--- src/rtl/uart_rx_cfg_if.sv ---
// Byte-stream side of the configurable UART receiver: serial line, frame mode,
// divisor and the per-frame result with its flags.
interface uart_rx_cfg_if #(
    parameter int unsigned DATA_BITS = 8,
    parameter int unsigned CNT_W     = 16
);

    // Line and mode inputs, driven by the pin/config owner
    logic                 i_RX_Serial;
    logic [CNT_W-1:0]     i_Clks_Per_Bit;
    logic                 i_Parity_En;
    logic                 i_Parity_Odd;
    logic                 i_Two_Stop;

    // Frame results, driven by the receiver
    logic                 o_RX_DV;
    logic [DATA_BITS-1:0] o_RX_Data;
    logic                 o_Parity_Err;
    logic                 o_Frame_Err;
    logic                 o_Break;
    logic                 o_Busy;

    // Side that owns the line and the configuration
    modport master (
        output i_RX_Serial,
        output i_Clks_Per_Bit,
        output i_Parity_En,
        output i_Parity_Odd,
        output i_Two_Stop,
        input  o_RX_DV,
        input  o_RX_Data,
        input  o_Parity_Err,
        input  o_Frame_Err,
        input  o_Break,
        input  o_Busy
    );

    // Receiver side
    modport slave (
        input  i_RX_Serial,
        input  i_Clks_Per_Bit,
        input  i_Parity_En,
        input  i_Parity_Odd,
        input  i_Two_Stop,
        output o_RX_DV,
        output o_RX_Data,
        output o_Parity_Err,
        output o_Frame_Err,
        output o_Break,
        output o_Busy
    );

endinterface

--- src/rtl/uart_rx_cfg.sv ---
// Configurable UART receiver: 5..9 data bits, optional even/odd parity, one or
// two stop bits, runtime baud divisor. Line is synchronised, start bits are
// re-checked at mid-bit to reject glitches, and parity/framing/break flags are
// reported alongside each received word.
module uart_rx_cfg #(
    parameter int unsigned DATA_BITS   = 8,
    parameter int unsigned CNT_W       = 16,
    parameter int unsigned SYNC_STAGES = 2
) (
    input logic          i_Clock,
    input logic          i_Rst,
    uart_rx_cfg_if.slave bus
);

    localparam int unsigned IDX_W = 4;

    typedef enum logic [2:0] {
        StIdle,
        StStart,
        StData,
        StParity,
        StStop,
        StBrkWait
    } state_e;

    // Elaboration-time parameter checks
    if ((DATA_BITS < 5) || (DATA_BITS > 9)) begin : gen_bad_data_bits
        $error("uart_rx_cfg: DATA_BITS must be in the range 5..9");
    end
    if (SYNC_STAGES < 2) begin : gen_bad_sync_stages
        $error("uart_rx_cfg: SYNC_STAGES must be at least 2");
    end

    // Synchroniser
    logic [SYNC_STAGES-1:0] sync_q;
    logic                   rx_s;

    // FSM and datapath state
    state_e                 state_q, state_d;
    logic [CNT_W-1:0]       cnt_q, cnt_d;
    logic [IDX_W-1:0]       bit_idx_q, bit_idx_d;
    logic [DATA_BITS-1:0]   shift_q, shift_d;
    logic                   par_bit_q, par_bit_d;
    logic                   ferr_q, ferr_d;
    logic                   stop_idx_q, stop_idx_d;

    // Mode captured at the start of each frame
    logic [CNT_W-1:0]       div_q, div_d;
    logic                   par_en_q, par_en_d;
    logic                   par_odd_q, par_odd_d;
    logic                   two_stop_q, two_stop_d;

    // Registered frame results
    logic                   rx_dv_q, rx_dv_d;
    logic [DATA_BITS-1:0]   rx_data_q, rx_data_d;
    logic                   perr_q, perr_d;
    logic                   frame_err_q, frame_err_d;
    logic                   break_q, break_d;

    // Helper terms
    logic                   bit_end;
    logic                   stop_ferr;
    logic                   perr_calc;
    logic                   brk_calc;

    assign rx_s = sync_q[SYNC_STAGES-1];

    // Line synchroniser; presets to idle-high so reset never looks like a start bit
    always_ff @(posedge i_Clock or posedge i_Rst) begin
        if (i_Rst) begin
            sync_q <= '1;
        end else begin
            sync_q <= {sync_q[SYNC_STAGES-2:0], bus.i_RX_Serial};
        end
    end

    // Next-state, sampling and result capture
    always_comb begin
        state_d     = state_q;
        cnt_d       = cnt_q;
        bit_idx_d   = bit_idx_q;
        shift_d     = shift_q;
        par_bit_d   = par_bit_q;
        ferr_d      = ferr_q;
        stop_idx_d  = stop_idx_q;
        div_d       = div_q;
        par_en_d    = par_en_q;
        par_odd_d   = par_odd_q;
        two_stop_d  = two_stop_q;
        rx_dv_d     = 1'b0;
        rx_data_d   = rx_data_q;
        perr_d      = perr_q;
        frame_err_d = frame_err_q;
        break_d     = break_q;

        bit_end   = (cnt_q == (div_q - CNT_W'(1)));
        // A low stop sample in either stop slot makes the frame bad
        stop_ferr = ferr_q | ~rx_s;
        perr_calc = ((^shift_q) ^ par_bit_q) != par_odd_q;
        brk_calc  = stop_ferr && (shift_q == '0) && (!par_en_q || !par_bit_q);

        unique case (state_q)
            StIdle: begin
                cnt_d     = '0;
                bit_idx_d = '0;
                if (!rx_s) begin
                    state_d    = StStart;
                    div_d      = bus.i_Clks_Per_Bit;
                    par_en_d   = bus.i_Parity_En;
                    par_odd_d  = bus.i_Parity_Odd;
                    two_stop_d = bus.i_Two_Stop;
                    par_bit_d  = 1'b0;
                    ferr_d     = 1'b0;
                    stop_idx_d = 1'b0;
                end
            end

            StStart: begin
                // Re-check the line at mid start bit; a high here was a glitch
                if (cnt_q == (div_q >> 1)) begin
                    cnt_d = '0;
                    if (!rx_s) begin
                        state_d = StData;
                    end else begin
                        state_d = StIdle;
                    end
                end else begin
                    cnt_d = cnt_q + CNT_W'(1);
                end
            end

            StData: begin
                if (bit_end) begin
                    // LSB arrives first, so shift in from the top
                    shift_d   = {rx_s, shift_q[DATA_BITS-1:1]};
                    cnt_d     = '0;
                    bit_idx_d = bit_idx_q + IDX_W'(1);
                    if (bit_idx_q == IDX_W'(DATA_BITS - 1)) begin
                        state_d = par_en_q ? StParity : StStop;
                    end
                end else begin
                    cnt_d = cnt_q + CNT_W'(1);
                end
            end

            StParity: begin
                if (bit_end) begin
                    par_bit_d = rx_s;
                    cnt_d     = '0;
                    state_d   = StStop;
                end else begin
                    cnt_d = cnt_q + CNT_W'(1);
                end
            end

            StStop: begin
                if (bit_end) begin
                    cnt_d  = '0;
                    ferr_d = stop_ferr;
                    if (two_stop_q && !stop_idx_q) begin
                        stop_idx_d = 1'b1;
                    end else begin
                        rx_dv_d     = 1'b1;
                        rx_data_d   = shift_q;
                        perr_d      = par_en_q & perr_calc;
                        frame_err_d = stop_ferr;
                        break_d     = brk_calc;
                        // A bad stop may be a held-low line; wait for idle before re-arming
                        state_d     = stop_ferr ? StBrkWait : StIdle;
                    end
                end else begin
                    cnt_d = cnt_q + CNT_W'(1);
                end
            end

            StBrkWait: begin
                if (rx_s) begin
                    state_d = StIdle;
                end
            end

            default: begin
                state_d = StIdle;
            end
        endcase
    end

    // State and result registers
    always_ff @(posedge i_Clock or posedge i_Rst) begin
        if (i_Rst) begin
            state_q     <= StIdle;
            cnt_q       <= '0;
            bit_idx_q   <= '0;
            shift_q     <= '0;
            par_bit_q   <= 1'b0;
            ferr_q      <= 1'b0;
            stop_idx_q  <= 1'b0;
            div_q       <= '0;
            par_en_q    <= 1'b0;
            par_odd_q   <= 1'b0;
            two_stop_q  <= 1'b0;
            rx_dv_q     <= 1'b0;
            rx_data_q   <= '0;
            perr_q      <= 1'b0;
            frame_err_q <= 1'b0;
            break_q     <= 1'b0;
        end else begin
            state_q     <= state_d;
            cnt_q       <= cnt_d;
            bit_idx_q   <= bit_idx_d;
            shift_q     <= shift_d;
            par_bit_q   <= par_bit_d;
            ferr_q      <= ferr_d;
            stop_idx_q  <= stop_idx_d;
            div_q       <= div_d;
            par_en_q    <= par_en_d;
            par_odd_q   <= par_odd_d;
            two_stop_q  <= two_stop_d;
            rx_dv_q     <= rx_dv_d;
            rx_data_q   <= rx_data_d;
            perr_q      <= perr_d;
            frame_err_q <= frame_err_d;
            break_q     <= break_d;
        end
    end

    assign bus.o_RX_DV      = rx_dv_q;
    assign bus.o_RX_Data    = rx_data_q;
    assign bus.o_Parity_Err = perr_q;
    assign bus.o_Frame_Err  = frame_err_q;
    assign bus.o_Break      = break_q;
    assign bus.o_Busy       = (state_q != StIdle);

endmodule

--- src/flat_wrapper.sv ---
// flat-port wrapper written by rule: the top's interface ports become plain ports
module uart_rx_cfg_flat 
#(
    parameter int unsigned DATA_BITS   = 8,
    parameter int unsigned CNT_W       = 16,
    parameter int unsigned SYNC_STAGES = 2
)
  (i_Clock, i_Rst, bus_i_RX_Serial, bus_i_Clks_Per_Bit, bus_i_Parity_En, bus_i_Parity_Odd, bus_i_Two_Stop, bus_o_RX_DV, bus_o_RX_Data, bus_o_Parity_Err, bus_o_Frame_Err, bus_o_Break, bus_o_Busy);
  uart_rx_cfg_if #(.DATA_BITS(DATA_BITS), .CNT_W(CNT_W)) bus_i ();
  input logic i_Clock;
  input logic i_Rst;
  input wire logic [$bits(bus_i.i_RX_Serial)-1:0] bus_i_RX_Serial;
  input wire logic [$bits(bus_i.i_Clks_Per_Bit)-1:0] bus_i_Clks_Per_Bit;
  input wire logic [$bits(bus_i.i_Parity_En)-1:0] bus_i_Parity_En;
  input wire logic [$bits(bus_i.i_Parity_Odd)-1:0] bus_i_Parity_Odd;
  input wire logic [$bits(bus_i.i_Two_Stop)-1:0] bus_i_Two_Stop;
  output wire logic [$bits(bus_i.o_RX_DV)-1:0] bus_o_RX_DV;
  output wire logic [$bits(bus_i.o_RX_Data)-1:0] bus_o_RX_Data;
  output wire logic [$bits(bus_i.o_Parity_Err)-1:0] bus_o_Parity_Err;
  output wire logic [$bits(bus_i.o_Frame_Err)-1:0] bus_o_Frame_Err;
  output wire logic [$bits(bus_i.o_Break)-1:0] bus_o_Break;
  output wire logic [$bits(bus_i.o_Busy)-1:0] bus_o_Busy;
  assign bus_i.i_RX_Serial = bus_i_RX_Serial;
  assign bus_i.i_Clks_Per_Bit = bus_i_Clks_Per_Bit;
  assign bus_i.i_Parity_En = bus_i_Parity_En;
  assign bus_i.i_Parity_Odd = bus_i_Parity_Odd;
  assign bus_i.i_Two_Stop = bus_i_Two_Stop;
  assign bus_o_RX_DV = bus_i.o_RX_DV;
  assign bus_o_RX_Data = bus_i.o_RX_Data;
  assign bus_o_Parity_Err = bus_i.o_Parity_Err;
  assign bus_o_Frame_Err = bus_i.o_Frame_Err;
  assign bus_o_Break = bus_i.o_Break;
  assign bus_o_Busy = bus_i.o_Busy;
  uart_rx_cfg #(.DATA_BITS(DATA_BITS), .CNT_W(CNT_W), .SYNC_STAGES(SYNC_STAGES)) u_core (.i_Clock(i_Clock), .i_Rst(i_Rst), .bus(bus_i));
endmodule
--- config.mk ---
export PLATFORM = sky130hd
export DESIGN_NAME = uart_rx_cfg_flat
export DESIGN_NICKNAME = d
export VERILOG_FILES = /design/src/rtl/uart_rx_cfg_if.sv /design/src/rtl/uart_rx_cfg.sv /design/src/flat_wrapper.sv
export SDC_FILE = /design/constraint.sdc
export NUM_CORES = 1
export LEC_CHECK = 0
export ABC_AREA = 1
export BUFFER_PORTS_ARGS = -buffer_cell sky130_fd_sc_hd__buf_4
export CORE_MARGIN = 10
export CORE_UTILIZATION = 55
export CTS_BUF_LIST = sky130_fd_sc_hd__clkbuf_2
export CTS_CLUSTER_SIZE = 28
export DETAILED_ROUTE_END_ITERATION = 16
export PLACE_DENSITY = 0.82
export REMOVE_ABC_BUFFERS = 1
export SLEW_MARGIN = 20
export SYNTH_ARGS = -nofsm -noshare
export SYNTH_HDL_FRONTEND = slang
export SYNTH_SLANG_ARGS = --single-unit
--- constraint.sdc ---
create_clock -name i_Clock -period 3.2 [get_ports i_Clock]
set_clock_uncertainty 0.2 [all_clocks]
set_input_delay 0.48 -clock i_Clock [delete_from_list [all_inputs] [get_ports i_Clock]]
set_output_delay 0.48 -clock i_Clock [all_outputs]
set_load 0.01 [all_outputs]
==> out/summary.txt, run 1 <==
result of the run: complete, no violations
initial antenna violation count: 0
Global Route Usage Sum: 0.179
# rows: 32
ys async rst share: 1.00
detailed-router iteration count before antenna repair: 5
clk sink count: 67
Max VDD drop: 0.394 mV
Startpoint Class: flip-flop
final total power: 0.00349 W
routed via count: 3882
post-synthesis cell type count: 35
Syn Inst Count: 591
CP arrival: 2.94 ns
RSZ-0062 raised after global routing: false
Worst Tran Pin Value: 0.719 ns
Placer Congestion: 0.930
fin nets: 677
crit path max fanout: 16
CP endpoint kind: flip-flop
gr ovfl total: 0
Via-to-Cell Ratio: 5.14
WL final: 9.77 mm
cts bufs inserted: 9
Placeable Area: 7690 sq um
Clock transition at path regs: 0.24 ns
Residual DRC: 0
PwrDens: 697 nW/um^2
vias in the first global route: 3884
Clock Latency Late Sink: 0.56 ns
CTS tree: built
share of cells above drive strength 1: 0.179
final setup fails: 0
relative slew slack: 0.520
post-synthesis sequential area ratio: 0.388
clk buf depth: 2
DIE HEIGHT: 109 um
Mapped Area: 4330 sq um
fin crit share: 0.851
ys flop type: dfrtp_1
Initial Utilization: 0.563
worst endpoint required time: 3.42 ns
fin crit period: 2.72 ns
hold slack: 0.172 ns
PortBufs: 34
Die X: 109 um
DRT antenna net count: 0
final hold violations: 0
Area Overhead vs Synth: 15.5%
Static Leakage: 2.42 nW
first-pass GRT wire length: 17.5 mm
diodes inserted: 0
worst min-delay path class: reg -> reg
1st-iter DRT viols: 312
routed length per instance: 12.9 um
number of synthesized flops with an enable pin: 0
MaxCap Viol Count: 0
post-CTS sizing: 0
Synth area leader: dfrtp_1
#FFs+latches synth: 67
share of the synthesized area in the top cell type: 0.376
clk root buf: clkbuf_2
Max Slew Vio Count: 0
average size of a mapped cell: 7.33 sq um
TNS Setup: 0 ns
die area: 11800 sq um
htree depth: 3
hpwl dp: 7.36 mm
io pins: 35
Yosys Warn Count: 0
Setup Crit Path Kind: reg -> reg
post-route cell area: 5000 sq um
largest net degree at the start of global routing: 26
Synth area leaders: dfrtp_1 38%, nand2_1 16%, inv_1 6.0%
flop-to-flop setup slack: 0.48 ns
maximum clock rate: 367 MHz
placed cell area: 4660 sq um
[registers in the layout, indices dropped and copies added, names as in the netlist]
register,flops
u_core.bit_idx_q,4
u_core.state_q,3
u_core.par_bit_q,1
u_core.par_odd_q,1
u_core.bus.o_Break,1
u_core.ferr_q,1
u_core.bus.o_Frame_Err,1
u_core.stop_idx_q,1
u_core.two_stop_q,1
u_core.div_q,16
u_core.bus.o_Parity_Err,1
u_core.bus.o_RX_DV,1
u_core.shift_q,8
u_core.bus.o_RX_Data,8
u_core.par_en_q,1
u_core.sync_q,2
u_core.cnt_q,16
[routing by layer]
metal  share of wire  global-route usage
met1            0.46               0.226
met2            0.47               0.298
met3           0.058              0.0478
met4           0.014              0.0480
met5               0                   0
[cells in the mapped netlist, types with 7 or more instances]
| cell type | number |
|---|---|
| o21ai_2 | 17 |
| nor2_1 | 55 |
| nor2_2 | 8 |
| a21oi_1 | 7 |
| ha_1 | 7 |
| nor3_1 | 9 |
| inv_1 | 69 |
| xor2_1 | 15 |
| dfrtp_1 | 65 |
| xnor2_1 | 13 |
| nand2_2 | 11 |
| nand4_1 | 7 |
| nand2_1 | 183 |
| o21ai_0 | 40 |
| nand3_1 | 31 |
[placed cells by master, fill, tap and decap left out, types with 11 or more instances in the layout]
| master | count |
|---|---|
| dfrtp_1 | 65 |
| nand2_1 | 183 |
| buf_4 | 38 |
| nor2_1 | 54 |
| xnor2_1 | 13 |
| o21ai_2 | 17 |
| nand2_2 | 11 |
| nand3_1 | 31 |
| o21ai_0 | 40 |
| xor2_1 | 15 |
| inv_1 | 68 |
| dlygate4sd3_1 | 21 |
[kinds of logic (layout without fill, tap and decap cells)]
| logic type | Yosys count | in the layout | share of synthesized area |
|---|---|---|---|
| XOR/XNOR | 28 | 28 | 0.0566 |
| AND/OR/NAND/NOR | 331 | 331 | 0.350 |
| buffers and inverters | 87 | 149 | 0.0864 |
| adder cells (fa/ha/maj) | 7 | 7 | 0.0202 |
| AO/OA/AOI/OAI | 71 | 71 | 0.0997 |
| flip-flops | 67 | 67 | 0.388 |
[layout make-up]
| cell class | count | area (sq um) |
|---|---|---|
| Fill cell | 664 | 2690 |
| Multi-Input combinational cell | 437 | 2280 |
| Sequential cell | 67 | 1680 |
| Timing Repair Buffer | 59 | 495 |
| Inverter | 74 | 292 |
| Tap cell | 102 | 128 |
| Clock inverter | 7 | 82.6 |
| Clock buffer | 9 | 45.0 |
[power by group]
part	internal [W]	total, W	switching (W)
clock network	0.000194	0.000550	0.000356
registers	0.00101	0.00123	0.000221
logic	0.000601	0.00170	0.00110
total	0.00181	0.00349	0.00168
[stage by stage]
stage               utilization  std cells  setup slack (ns)
floorplan                     -        578             0.668
global placement          0.607        718             0.671
detailed placement        0.607        718             0.545
CTS                       0.651        755             0.495
global route              0.651        755             0.169
finish                    0.651        755             0.477
[critical path, cell delays in order (launching register included)]
cell and delay [ns]:
dfrtp_1 0.46, bufinv_8 0.21, ha_1 0.24, nand2_1 0.12, nor2_1 0.17, nand3_1 0.09, nand2_1 0.11, nand2_1 0.05
nand3b_1 0.15, nor2_1 0.14, nand3_2 0.13, nand2_1 0.09, nand2_2 0.21, nand2_1 0.12, o21ai_0 0.09
[timing repair]
action,4_1_cts,5_1_grt
setup buffers,0,0
hold buffers,21,0
endpoints found under the hold margin,39,0
[final timing paths]
kind / startpoint / to / cells past startpoint
setup / recovery: u_core.div_q[0] / u_core.cnt_q[10] / 14
hold / removal: u_core.sync_q[0] / u_core.sync_q[1] / 0
setup reg to reg: u_core.div_q[0] / u_core.cnt_q[10] / 14
hold reg to reg: u_core.sync_q[0] / u_core.sync_q[1] / 0
max in group asynchronous: i_Rst / u_core.sync_q[0] / 4
min in group asynchronous: i_Rst / u_core.par_odd_q / 3
Note: power is estimated with default switching activity, not from simulation.
==> inputs of run 2 (changes only) <==
- BUFFER_PORTS_ARGS: -buffer_cell sky130_fd_sc_hd__buf_4 -> -buffer_cell sky130_fd_sc_hd__buf_2
- CORE_ASPECT_RATIO: not set -> 2
- CTS_CLUSTER_SIZE: 28 -> 40
==> out/summary.txt, run 2 (synthesized netlist as in run 1, its figures left out) <==
result of the run: complete, no violations
htree depth: 3
Placer Congestion: 0.940
Max VDD drop: 0.371 mV
die area: 12000 sq um
routed via count: 3991
most frequent cells in the layout: 183 x nand2_1, 68 x inv_1, 65 x dfrtp_1
DIE HEIGHT: 146 um
Via-to-Cell Ratio: 5.34
fin crit share: 0.839
Placeable Area: 7660 sq um
worst r2r src: u_core.div_q[0]
routed length per instance: 14.4 um
io pins: 35
final setup fails: 0
first-pass GRT wire length: 18.4 mm
initial antenna violation count: 0
detailed-router iteration count before antenna repair: 4
TNS Setup: 0 ns
Worst Tran Pin Value: 0.647 ns
MaxCap Viol Count: 0
most common cell after layout, fill and taps aside: nand2_1
relative slew slack: 0.567
WL final: 10.8 mm
Global Route Usage Sum: 0.190
# rows: 45
maximum clock rate: 372 MHz
hold path depth: 0
RSZ-0062 raised after global routing: false
Top Registers: u_core.cnt_q x16, u_core.div_q x16
Die X: 82.8 um
Static Leakage: 2.40 nW
hpwl dp: 8.37 mm
CTS tree: built
Area Overhead vs Synth: 12.9%
fin crit period: 2.69 ns
fin nets: 678
PortBufs: 34
Initial Utilization: 0.566
Residual DRC: 0
Fill cells: 696
Max Slew Vio Count: 0
crit path max fanout: 16
DRT antenna net count: 0
PwrDens: 704 nW/um^2
clk buf depth: 2
FF-to-FF End: u_core.cnt_q[12]
worst endpoint required time: 3.42 ns
Setup Crit Path Kind: reg -> reg
1st-iter DRT viols: 224
worst min-delay path class: reg -> reg
largest net degree at the start of global routing: 45
Startpoint Class: flip-flop
vias in the first global route: 4138
CP arrival: 2.91 ns
clk root buf: clkbuf_2
Placed Cells: 711
post-CTS sizing: 0
diodes inserted: 0
final std cells w/o fill: 748
cts bufs inserted: 9
flop-to-flop setup slack: 0.51 ns
Clock Latency Late Sink: 0.56 ns
FF-to-FF path depth: 14
Clock transition at path regs: 0.19 ns
CP endpoint kind: flip-flop
Hold EP: u_core.sync_q[1]
HP Start: u_core.sync_q[0]
gr ovfl total: 0
final hold violations: 0
clk sink count: 67
share of cells above drive strength 1: 0.176
==> run 2: changes by cell type in the layout (fill, tap and decap cells not counted), moves of 2 or more <==
cell	previous run	this run
clkbuf_2	9	12
buf_4	38	5
inv_6	3	0
clkinv_1	1	4
buf_2	0	34
clkinvlp_4	2	0
==> run 2: final cells by class <==
class | count | area [sq um] | share of cell area
timing repair buffer | 60 | 418 | 0.0855
clock inverter | 4 | 41.3 | 0.00845
tap | 94 | 118 | 0.0241
sequential | 67 | 1680 | 0.343
inverter | 74 | 292 | 0.0596
clock buffer | 12 | 60.1 | 0.0123
multi-input combinational | 437 | 2280 | 0.467
==> run 2: critical path, stage by stage (launching register included) <==
cell and delay, ns:
dfrtp_1 0.44, bufinv_8 0.21, ha_1 0.23, nand2_1 0.12
nor2_1 0.17, nand3_1 0.09, nand2_1 0.11, nand2_1 0.06
nand3b_1 0.14, nor2_1 0.12, nand3_2 0.11, nand2_1 0.09
nand2_2 0.22, nand2_1 0.14, o21ai_0 0.11
==> run 2: timing repair <==
action,4_1_cts,5_1_grt
hold endpoints to repair,85,0
setup buffers,0,0
hold buffers,21,0
==> run 2: report_power, final <==
group | internal [W] | total (W) | switching (W)
registers | 0.00101 | 0.00124 | 0.000229
clock network | 0.000183 | 0.000485 | 0.000302
logic | 0.000589 | 0.00172 | 0.00113
total | 0.00178 | 0.00344 | 0.00166
==> run 2: worst max path at each step <==
stage | start | endpoint | depth (start not counted)
after floorplan | u_core.state_q[0] | u_core.par_bit_q | 8
after global placement | u_core.div_q[0] | u_core.bus.o_RX_Data[3] | 13
after detailed placement | u_core.div_q[0] | u_core.bus.o_RX_Data[1] | 13
after CTS | u_core.div_q[0] | u_core.bus.o_RX_Data[1] | 13
after global routing | u_core.div_q[0] | u_core.cnt_q[12] | 14
final | u_core.div_q[0] | u_core.cnt_q[12] | 14
==> run 2: per-stage QoR <==
step           setup slack, ns  instance area, sq um  power (W)   util  hold WS [ns]
4_1_cts                  0.521                  4890    0.00344  0.638         0.169
3_5_place_dp             0.542                  4580    0.00293  0.598         0.147
5_1_grt                  0.209                  4890    0.00375  0.638         0.174
2_1_floorplan            0.668                  4250    0.00250      -         0.145
6_report                 0.515                  4890    0.00344  0.638         0.168
3_3_place_gp             0.651                  4580    0.00288  0.598         0.146
==> run 2: per-layer routing <==
metal,vias to the layer above,track usage,routed length (um)
met5,-,0,0
met4,0,0.120,590
met3,49,0.0445,511
met2,113,0.332,5950
met1,1849,0.186,3750
li1,1980,-,-
==> inputs of run 3 (changes only) <==
- clock period: 3.2 -> 2.5 ns (I/O delays scaled with it)
==> out/summary.txt, run 3 (synthesized netlist as in run 1, its figures left out) <==
htree depth: 3
MaxCap Viol Count: 0
final setup fails: 2
Placed Cells: 718
max incr delay on CP: 0.45 ns
fin crit share: 1.00
initial antenna violation count: 0
WL final: 11.5 mm
crit path max fanout: 11
Clock Latency Late Sink: 0.56 ns
largest net degree at the start of global routing: 46
fin nets: 706
most frequent cells in the layout: 165 x nand2_1, 66 x inv_1, 60 x dfrtp_1
worst endpoint required time: 2.77 ns
final hold violations: 0
RSZ-0062 raised after global routing: true
final std cells w/o fill: 776
gr ovfl total: 0
Static Leakage: 2.52 nW
Setup Crit Path Kind: reg -> reg
hpwl dp: 8.38 mm
Initial Utilization: 0.566
first-pass GRT wire length: 18.8 mm
cts bufs inserted: 9
Die X: 82.8 um
Via-to-Cell Ratio: 5.32
failing checks: setup timing
CP endpoint kind: flip-flop
Max VDD drop: 0.586 mV
CP dominant cell by count: nor2_4
routed length per instance: 14.8 um
share of cells above drive strength 1: 0.262
Global Route Usage Sum: 0.198
Placer Congestion: 0.944
Worst Tran Pin Value: 0.609 ns
# rows: 45
placed cell area: 4640 sq um
final worst slack: -0.00723 ns
Max Slew Vio Count: 0
io pins: 35
vias in the first global route: 4111
Placeable Area: 7660 sq um
detailed-router iteration count before antenna repair: 5
maximum clock rate: 399 MHz
hold slack: 0.173 ns
CP arrival: 2.77 ns
Top Registers: u_core.cnt_q x16, u_core.div_q x16
CP delay by family, top: simple AND/OR/NAND/NOR gates
Area Overhead vs Synth: 22.2%
worst min-delay path class: in -> async
Startpoint Class: flip-flop
clk sink count: 67
post-route cell area: 5290 sq um
die area: 12000 sq um
worst path bufs/invs: 3
CTS tree: built
Clock transition at path regs: 0.18 ns
PwrDens: 892 nW/um^2
clk root buf: clkbuf_2
crit-path cells: buf_6 -> nor2_4 -> nand2_4 -> nor2_4 -> nand2_2 -> nand3_4 -> nand2_2 -> nor2_2 -> nand3_2 -> nor2_4 -> buf_4 -> nand2_8 -> buf_4 -> nand2_1 -> o21ai_2
relative slew slack: 0.593
final total power: 0.00472 W
routed via count: 4130
pre-CTS setup slack: -0.116 ns
PortBufs: 34
result of the run: finished with violations
1st-iter DRT viols: 193
fin crit period: 2.51 ns
Residual DRC: 0
most common cell after layout, fill and taps aside: nand2_1
clk buf depth: 2
diodes inserted: 0
DIE HEIGHT: 146 um
flop-to-flop setup slack: -0.007 ns
CP max-delay cell: dfrtp_1
DRT antenna net count: 0
## run 3: changes by cell type in the layout (fill, tap and decap cells not counted), moves of 3 or more
cell,before,now
buf_4,5,25
nand2_1,183,165
nand2_2,11,27
dfrtp_1,65,60
dfrtp_2,0,5
nand3_4,2,7
nor2_1,54,49
buf_6,0,4
nor2_4,6,10
nand3_1,31,28
## run 3: power by group
group	total, W	leakage [nW]	switching, W	internal [W]
clock	0.000511	0.0559	0.000386	0.000125
sequential	0.00162	0.886	0.000319	0.00130
combinational	0.00259	1.58	0.00164	0.000945
## run 3: worst paths after layout
path | startpoint | depth (start not counted) | end
worst max register to register | u_core.div_q[1] | 15 | u_core.shift_q[2]
max in group asynchronous | i_Rst | 4 | u_core.sync_q[0]
worst min-delay path | i_Rst | 3 | u_core.div_q[3]
min in group i_Clock | u_core.sync_q[0] | 0 | u_core.sync_q[1]
worst max-delay path | u_core.div_q[1] | 15 | u_core.shift_q[2]
worst min register to register | u_core.sync_q[0] | 0 | u_core.sync_q[1]
## run 3: cell type report
cell class,instances,area (sq um)
inverters,74,285
multi-input cells,440,2500
repair buffers,85,633
clock inverters,5,20.0
fillers,632,2360
well taps,94,118
clock buffers,11,55.1
flip-flops and latches,67,1690
## run 3: per-stage QoR
step / setup TNS [ns] / utilization
after global routing: -3.47 / 0.691
after CTS: 0 / 0.663
final: -0.00739 / 0.691
after detailed placement: -2.25 / 0.606
after floorplan: -0.0345 / -
after global placement: 0 / 0.606
## run 3: metal layers
layer  global-route usage  share of wire
met1                0.196           0.35
met2                0.356           0.56
met3               0.0383          0.044
met4                0.114          0.049
met5                    0              0
## run 3: worst reg2reg max path: stages, from the launching register on
cell and delay [ns]:
dfrtp_1 0.45, buf_6 0.14, nor2_4 0.17, nand2_4 0.09
nor2_4 0.21, nand2_2 0.09, nand3_4 0.10, nand2_2 0.05
nor2_2 0.11, nand3_2 0.08, nor2_4 0.17, buf_4 0.17
nand2_8 0.09, buf_4 0.18, nand2_1 0.07, o21ai_2 0.05
## run 3: repair_timing
action / in CTS / in global routing
resized for setup: 16 / 42
cloned: 3 / 0
buffers inserted: 4 / 14
hold endpoints to repair: 42 / 0
setup endpoints to repair: 42 / 45
hold buffers: 21 / 0
pin swaps: 9 / 19
